===== src/rtl/seg_pkg.sv =====
// Shared definitions for the 7-segment scan path.
//   state_t      : scan FSM states
//   SEG_W_DEFAULT: default segment bus width, bit order {g,f,e,d,c,b,a}
//   SEG_OFF      : all segments dark (active-high encoding)
//   SEG_0..SEG_9 : decimal digit codes, also used by the accumulator LUT
//   digit_code   : maps 0-9 to its segment code, anything else to SEG_OFF
package seg_pkg;

    typedef enum logic [1:0] {
        IDLE,
        BLANK,
        DRIVE
    } state_t;

    localparam int SEG_W_DEFAULT = 7;

    localparam logic [6:0] SEG_OFF = 7'h00;
    localparam logic [6:0] SEG_0   = 7'h3F;
    localparam logic [6:0] SEG_1   = 7'h06;
    localparam logic [6:0] SEG_2   = 7'h5B;
    localparam logic [6:0] SEG_3   = 7'h4F;
    localparam logic [6:0] SEG_4   = 7'h66;
    localparam logic [6:0] SEG_5   = 7'h6D;
    localparam logic [6:0] SEG_6   = 7'h7D;
    localparam logic [6:0] SEG_7   = 7'h07;
    localparam logic [6:0] SEG_8   = 7'h7F;
    localparam logic [6:0] SEG_9   = 7'h6F;

    function automatic logic [6:0] digit_code(input int unsigned d);
        case (d)
            0:       return SEG_0;
            1:       return SEG_1;
            2:       return SEG_2;
            3:       return SEG_3;
            4:       return SEG_4;
            5:       return SEG_5;
            6:       return SEG_6;
            7:       return SEG_7;
            8:       return SEG_8;
            9:       return SEG_9;
            default: return SEG_OFF;
        endcase
    endfunction

endpackage


===== src/rtl/seg_scan_timer.sv =====
// Cycle counter for the digit scanner.
//   clk   : clock
//   rst   : synchronous active-high reset
//   clr   : synchronous clear to zero (has priority over counting)
//   limit : terminal count value
//   tc    : high while the count equals limit
// The owner clears the counter on terminal count, so it never wraps by overflow.
module seg_scan_timer
    import seg_pkg::*;
#(
    parameter int W = 4
) (
    input  logic         clk,
    input  logic         rst,
    input  logic         clr,
    input  logic [W-1:0] limit,
    output logic         tc
);

    logic [W-1:0] count;

    always_ff @(posedge clk) begin
        if (rst || clr) begin
            count <= '0;
        end else begin
            count <= count + 1'b1;
        end
    end

    assign tc = (count == limit);

endmodule


===== src/rtl/seg_scan_axis.sv =====
// AXI-Stream sink that time-multiplexes a packed 7-segment frame onto a shared
// segment bus with blanking gaps, swapping frames only at scan boundaries.
//   clk        : clock, all logic on posedge
//   rst        : synchronous active-high reset
//   s_valid    : upstream frame valid
//   s_ready    : pending slot free
//   s_data     : frame, s_data[i] is the code for digit i (digit 0 = ones)
//   seg        : shared segment bus, registered
//   dig_en     : digit enables, one-hot or all-off, registered
//   frame_done : one-cycle pulse after the last digit of each scan
module seg_scan_axis
    import seg_pkg::*;
#(
    parameter int NO_OF_DIGITS   = 2,
    parameter int SEG_W          = SEG_W_DEFAULT,
    parameter int REFRESH_CYCLES = 1000,
    parameter int BLANK_CYCLES   = 2,
    parameter bit ACTIVE_LOW     = 1'b0
) (
    input  logic                                 clk,
    input  logic                                 rst,
    input  logic                                 s_valid,
    output logic                                 s_ready,
    input  logic [NO_OF_DIGITS-1:0][SEG_W-1:0]   s_data,
    output logic [SEG_W-1:0]                     seg,
    output logic [NO_OF_DIGITS-1:0]              dig_en,
    output logic                                 frame_done
);

    localparam int IDX_W   = (NO_OF_DIGITS > 1) ? $clog2(NO_OF_DIGITS) : 1;
    localparam int MAX_CNT = (REFRESH_CYCLES > BLANK_CYCLES) ? REFRESH_CYCLES : BLANK_CYCLES;
    localparam int TMR_W   = $clog2(MAX_CNT + 1);

    localparam logic [TMR_W-1:0] DRIVE_LIM = TMR_W'(REFRESH_CYCLES - 1);
    localparam logic [TMR_W-1:0] BLANK_LIM = TMR_W'((BLANK_CYCLES > 0) ? BLANK_CYCLES - 1 : 0);
    localparam logic [IDX_W-1:0] LAST_IDX  = IDX_W'(NO_OF_DIGITS - 1);
    localparam state_t           GAP_NEXT  = (BLANK_CYCLES > 0) ? BLANK : DRIVE;

    localparam logic [SEG_W-1:0]        SEG_POL = ACTIVE_LOW ? '1 : '0;
    localparam logic [NO_OF_DIGITS-1:0] DIG_POL = ACTIVE_LOW ? '1 : '0;

    state_t                              state, state_n;
    logic [IDX_W-1:0]                    idx, idx_n;
    logic [NO_OF_DIGITS-1:0][SEG_W-1:0]  disp, disp_n;
    logic [NO_OF_DIGITS-1:0][SEG_W-1:0]  pend, pend_n;
    logic                                pend_valid, pend_valid_n;
    logic                                fd_n;
    logic [SEG_W-1:0]                    seg_n;
    logic [NO_OF_DIGITS-1:0]             dig_n;
    logic                                tmr_clr;
    logic                                tmr_tc;
    logic [TMR_W-1:0]                    tmr_limit;

    assign s_ready   = ~pend_valid;
    assign tmr_limit = (state == BLANK) ? BLANK_LIM : DRIVE_LIM;

    seg_scan_timer #(
        .W (TMR_W)
    ) u_timer (
        .clk   (clk),
        .rst   (rst),
        .clr   (tmr_clr),
        .limit (tmr_limit),
        .tc    (tmr_tc)
    );

    always_comb begin
        state_n      = state;
        idx_n        = idx;
        disp_n       = disp;
        pend_n       = pend;
        pend_valid_n = pend_valid;
        fd_n         = 1'b0;
        tmr_clr      = 1'b0;

        case (state)
            IDLE: begin
                tmr_clr = 1'b1;
                if (pend_valid) begin
                    disp_n       = pend;
                    pend_valid_n = 1'b0;
                    idx_n        = '0;
                    state_n      = GAP_NEXT;
                end
            end
            BLANK: begin
                if (tmr_tc) begin
                    tmr_clr = 1'b1;
                    state_n = DRIVE;
                end
            end
            DRIVE: begin
                if (tmr_tc) begin
                    tmr_clr = 1'b1;
                    state_n = GAP_NEXT;
                    if (idx < LAST_IDX) begin
                        idx_n = idx + 1'b1;
                    end else begin
                        fd_n  = 1'b1;
                        idx_n = '0;
                        if (pend_valid) begin
                            disp_n       = pend;
                            pend_valid_n = 1'b0;
                        end
                    end
                end
            end
            default: begin
                state_n = IDLE;
            end
        endcase

        // A load needs pend_valid=1, which holds s_ready low, so accept and
        // load never collide on the same edge.
        if (s_valid && !pend_valid) begin
            pend_n       = s_data;
            pend_valid_n = 1'b1;
        end

        // Outputs are registered from the next state so they line up with it.
        seg_n = '0;
        dig_n = '0;
        if (state_n == DRIVE) begin
            seg_n        = disp_n[idx_n];
            dig_n[idx_n] = 1'b1;
        end
    end

    always_ff @(posedge clk) begin
        if (rst) begin
            state      <= IDLE;
            idx        <= '0;
            disp       <= '0;
            pend       <= '0;
            pend_valid <= 1'b0;
            seg        <= SEG_POL;
            dig_en     <= DIG_POL;
            frame_done <= 1'b0;
        end else begin
            state      <= state_n;
            idx        <= idx_n;
            disp       <= disp_n;
            pend       <= pend_n;
            pend_valid <= pend_valid_n;
            seg        <= seg_n ^ SEG_POL;
            dig_en     <= dig_n ^ DIG_POL;
            frame_done <= fd_n;
        end
    end

endmodule

===== config.mk =====
export PLATFORM = sky130hd
export DESIGN_NAME = seg_scan_axis
export DESIGN_NICKNAME = d
export VERILOG_FILES = /design/src/rtl/seg_pkg.sv /design/src/rtl/seg_scan_timer.sv /design/src/rtl/seg_scan_axis.sv
export SDC_FILE = /design/constraint.sdc
export NUM_CORES = 1
export LEC_CHECK = 0
export CAP_MARGIN = 20
export CORE_MARGIN = 2
export CORE_UTILIZATION = 40
export CTS_CLUSTER_SIZE = 24
export DETAILED_ROUTE_END_ITERATION = 16
export PLACE_DENSITY = 0.72
export SLEW_MARGIN = 0
export SYNTH_ARGS = -nofsm -noshare
export SYNTH_HDL_FRONTEND = slang
export SYNTH_SLANG_ARGS = --single-unit

===== constraint.sdc =====
create_clock -name clk -period 2.1 [get_ports clk]
set_clock_uncertainty 0.2 [all_clocks]
set_input_delay 0.63 -clock clk [delete_from_list [all_inputs] [get_ports clk]]
set_output_delay 0.63 -clock clk [all_outputs]
set_load 0.05 [all_outputs]

==> impl_metrics.yaml <==
run_status:
  status: "finished with violations"
  violations: "negative setup slack"
logic_synthesis:
  syn_nets: 256
  yosysUniqueCellTypes: 42
  syn_inst: 234
  synth-seq-cells: 52
  yosysSeqAreaShare: 0.4782
  syn-cell-area_um2: 2177
  avgSynthCellArea_um2: 9.304
  yosysWarnings: 0
detailed_routing:
  dr.pass1.iters: 4
  antenna_left: 0
  first_iter_violations: 66
  drc: 0
  finalWirelength_mm: 5.171
  num_vias: 1887
  wl_per_cell_um: 13.83
  routed_via_density: 5.045
cts:
  cts_tree: "yes"
  ctsRootBufferMaster: "clkbuf_8"
  clk_pin_slew_ns: 0.09
  clock_latency_ns: 0.30
  cts_made_buffers: 5
  htreeDepth: 2
  clockBufferDepth: 2
  cts.sinks: 52
pwr:
  leakage_nw: 1.234
  p_per_area_nw_per_um2: 576.6
  power.total_w: 0.001841
  irDropWorstVdd_v: 0.0003355
placed_design:
  dp_hpwl_mm: 3.230
  gp_congestion: 0.8491
  post-place-ws_ns: -0.04184
  io_buffers: 27
die:
  num_rows: 26
  io_pins: 28
  dieArea_um2: 6049
  core_area_um2: 5172
  dieWidth_um: 77.78
  start_util: 0.4209
  die-height_um: 77.78
sta:
  relSlewSlack: 0.6882
  maxSlewViolCount: 0
  post-route-period-util: 1.025
  hold_viol_final: 0
  timing.hold.ws_ns: 0.2757
  fmax_mhz: 464.5
  setup_slack_ns: -0.05294
  post-route-min-period_ns: 2.153
  worstMarginPinSlew_ns: 0.4672
  setup_viol: 10
  grt_setup_unrepaired: "true"
layout:
  drive_above_1_share: 0.3750
  n_antenna_cell: 0
  nFillCells: 408
  seqCellArea_um2: 1047
  area_growth_pct: 46.67
  layout_common_cells: "dfxtp_1, buf_4, nor2_1, nand2_1, a21oi_1"
  multi_input_area_um2: 1270
  final_common_cell: "dfxtp_1"
  nNetsFinal: 325
grt:
  grt_pass1_wl_mm: 8.625
  grt_pass1_vias: 1857
  grt_max_degree: 32
  track_usage: 0.1774
  grt.overflow.total: 0
  antenna_found_initial: 0
worst_setup_path:
  cp-start-kind: "flop"
  critPathKind: "reg -> reg"
  worstPathArrival_ns: 2.14
  worstPathRequired_ns: 2.09
  crit_path_end_kind: "flop"
  critPathMaxFanout: 4
hold_path:
  hold_class: "reg -> reg"
job:
  maxCapViolCount: 0
## synthesized netlist by cell type (all sizes together)
cell type / instances / share of area
a211oi: 14 / 0.071
a21boi: 1 / 0.0034
a21oi: 23 / 0.053
a221oi: 1 / 0.0069
a31oi: 1 / 0.0029
a32oi: 7 / 0.028
and3: 10 / 0.031
buf: 6 / 0.022
clkbuf: 6 / 0.010
dfxtp: 52 / 0.48
ha: 5 / 0.029
inv: 6 / 0.010
nand2: 31 / 0.053
nand3: 5 / 0.014
nand3b: 1 / 0.0034
nand4: 1 / 0.0029
nand4b: 1 / 0.0040
nand4bb: 1 / 0.0052
nor2: 35 / 0.063
nor2b: 3 / 0.0098
nor3: 2 / 0.0046
nor3b: 1 / 0.0086
nor4: 1 / 0.0057
o211ai: 2 / 0.013
o21a: 1 / 0.0040
o21ai: 5 / 0.015
o21bai: 1 / 0.0052
o221ai: 1 / 0.0040
o22ai: 1 / 0.0029
or3: 1 / 0.0029
xnor2: 4 / 0.016
xor2: 4 / 0.016
## routing by layer
| metal | vias up | part of all wire | track usage |
|---|---|---|---|
| met5 | - | 0 | 0 |
| met1 | 891 | 0.46 | 0.2290 |
| met3 | 5 | 0.038 | 0.03372 |
| met2 | 33 | 0.49 | 0.2966 |
| li1 | 958 | - | - |
| met4 | 0 | 0.014 | 0.05893 |
## through the flow
stage                     std cells  area [um2]    util  TNS [ns]
after detailed placement        354        2755  0.5327   -0.3370
after global placement          354        2755  0.5327  -0.06111
after floorplan                 234        2183       -         0
final                           374        3193  0.6173   -0.3229
after CTS                       372        3073  0.5941         0
after global routing            374        3193  0.6173    -1.840
## where the power goes
part	internal, W	total, W	switching, W
combinational	0.000129	0.000255	0.000126
clock	0.000233	0.000551	0.000318
sequential	0.00101	0.00103	0.0000223
total	0.00137	0.00184	0.000467
## final timing paths
kind | from | to | slack, ns | depth (start not counted)
setup / recovery | state[1]$_SDFF_PP0_ | seg[5]$_SDFF_PP0_ | -0.05 | 9
hold / removal | pend[1]$_SDFFE_PP0P_ | pend[1]$_SDFFE_PP0P_ | 0.28 | 2
setup reg to reg | state[1]$_SDFF_PP0_ | seg[5]$_SDFF_PP0_ | -0.05 | 9
hold reg to reg | pend[1]$_SDFFE_PP0P_ | pend[1]$_SDFFE_PP0P_ | 0.28 | 2
## area by class of cell
cell class / instances / share of cell area
multi-input combinational: 165 / 0.3977
sequential: 52 / 0.3280
timing repair buffer: 73 / 0.2124
tap: 70 / 0.02743
clock buffer: 5 / 0.02155
inverter: 6 / 0.007053
clock inverter: 3 / 0.005878
## sequential cells by signal (all words and copies together) (netlist names)
register,flops
seg,7
state,2
idx,1
u_timer.count,10
pend,14
disp,14
frame_done,1
pend_valid,1
dig_en,2
## cell families (layout without fill, tap and decap cells)
logic type | Yosys count | after routing | share of synthesized area
flops | 52 | 52 | 0.4782
fa+ha+maj | 5 | 5 | 0.02874
xor+xnor | 8 | 8 | 0.03218
simple gates | 93 | 93 | 0.2080
compound gates | 58 | 59 | 0.2098
buf+inv | 18 | 87 | 0.04310
## critical path, stage by stage, from the launching register on
cell       delay, ns
dfxtp_2         0.34
inv_2           0.04
ha_4            0.15
nand4b_1        0.23
nor2_4          0.21
o21ai_2         0.08
a221oi_2        0.33
nand4bb_4       0.25
clkbuf_16       0.17
a211oi_2        0.03
## repair_timing
action	4_1_cts	5_1_grt
pin swaps	12	12
resized for setup	22	22
cloned	2	0
buffers inserted	8	2
setup endpoints to repair	10	32
hold buffers	0	0
Power figures use the tool's default switching activity.
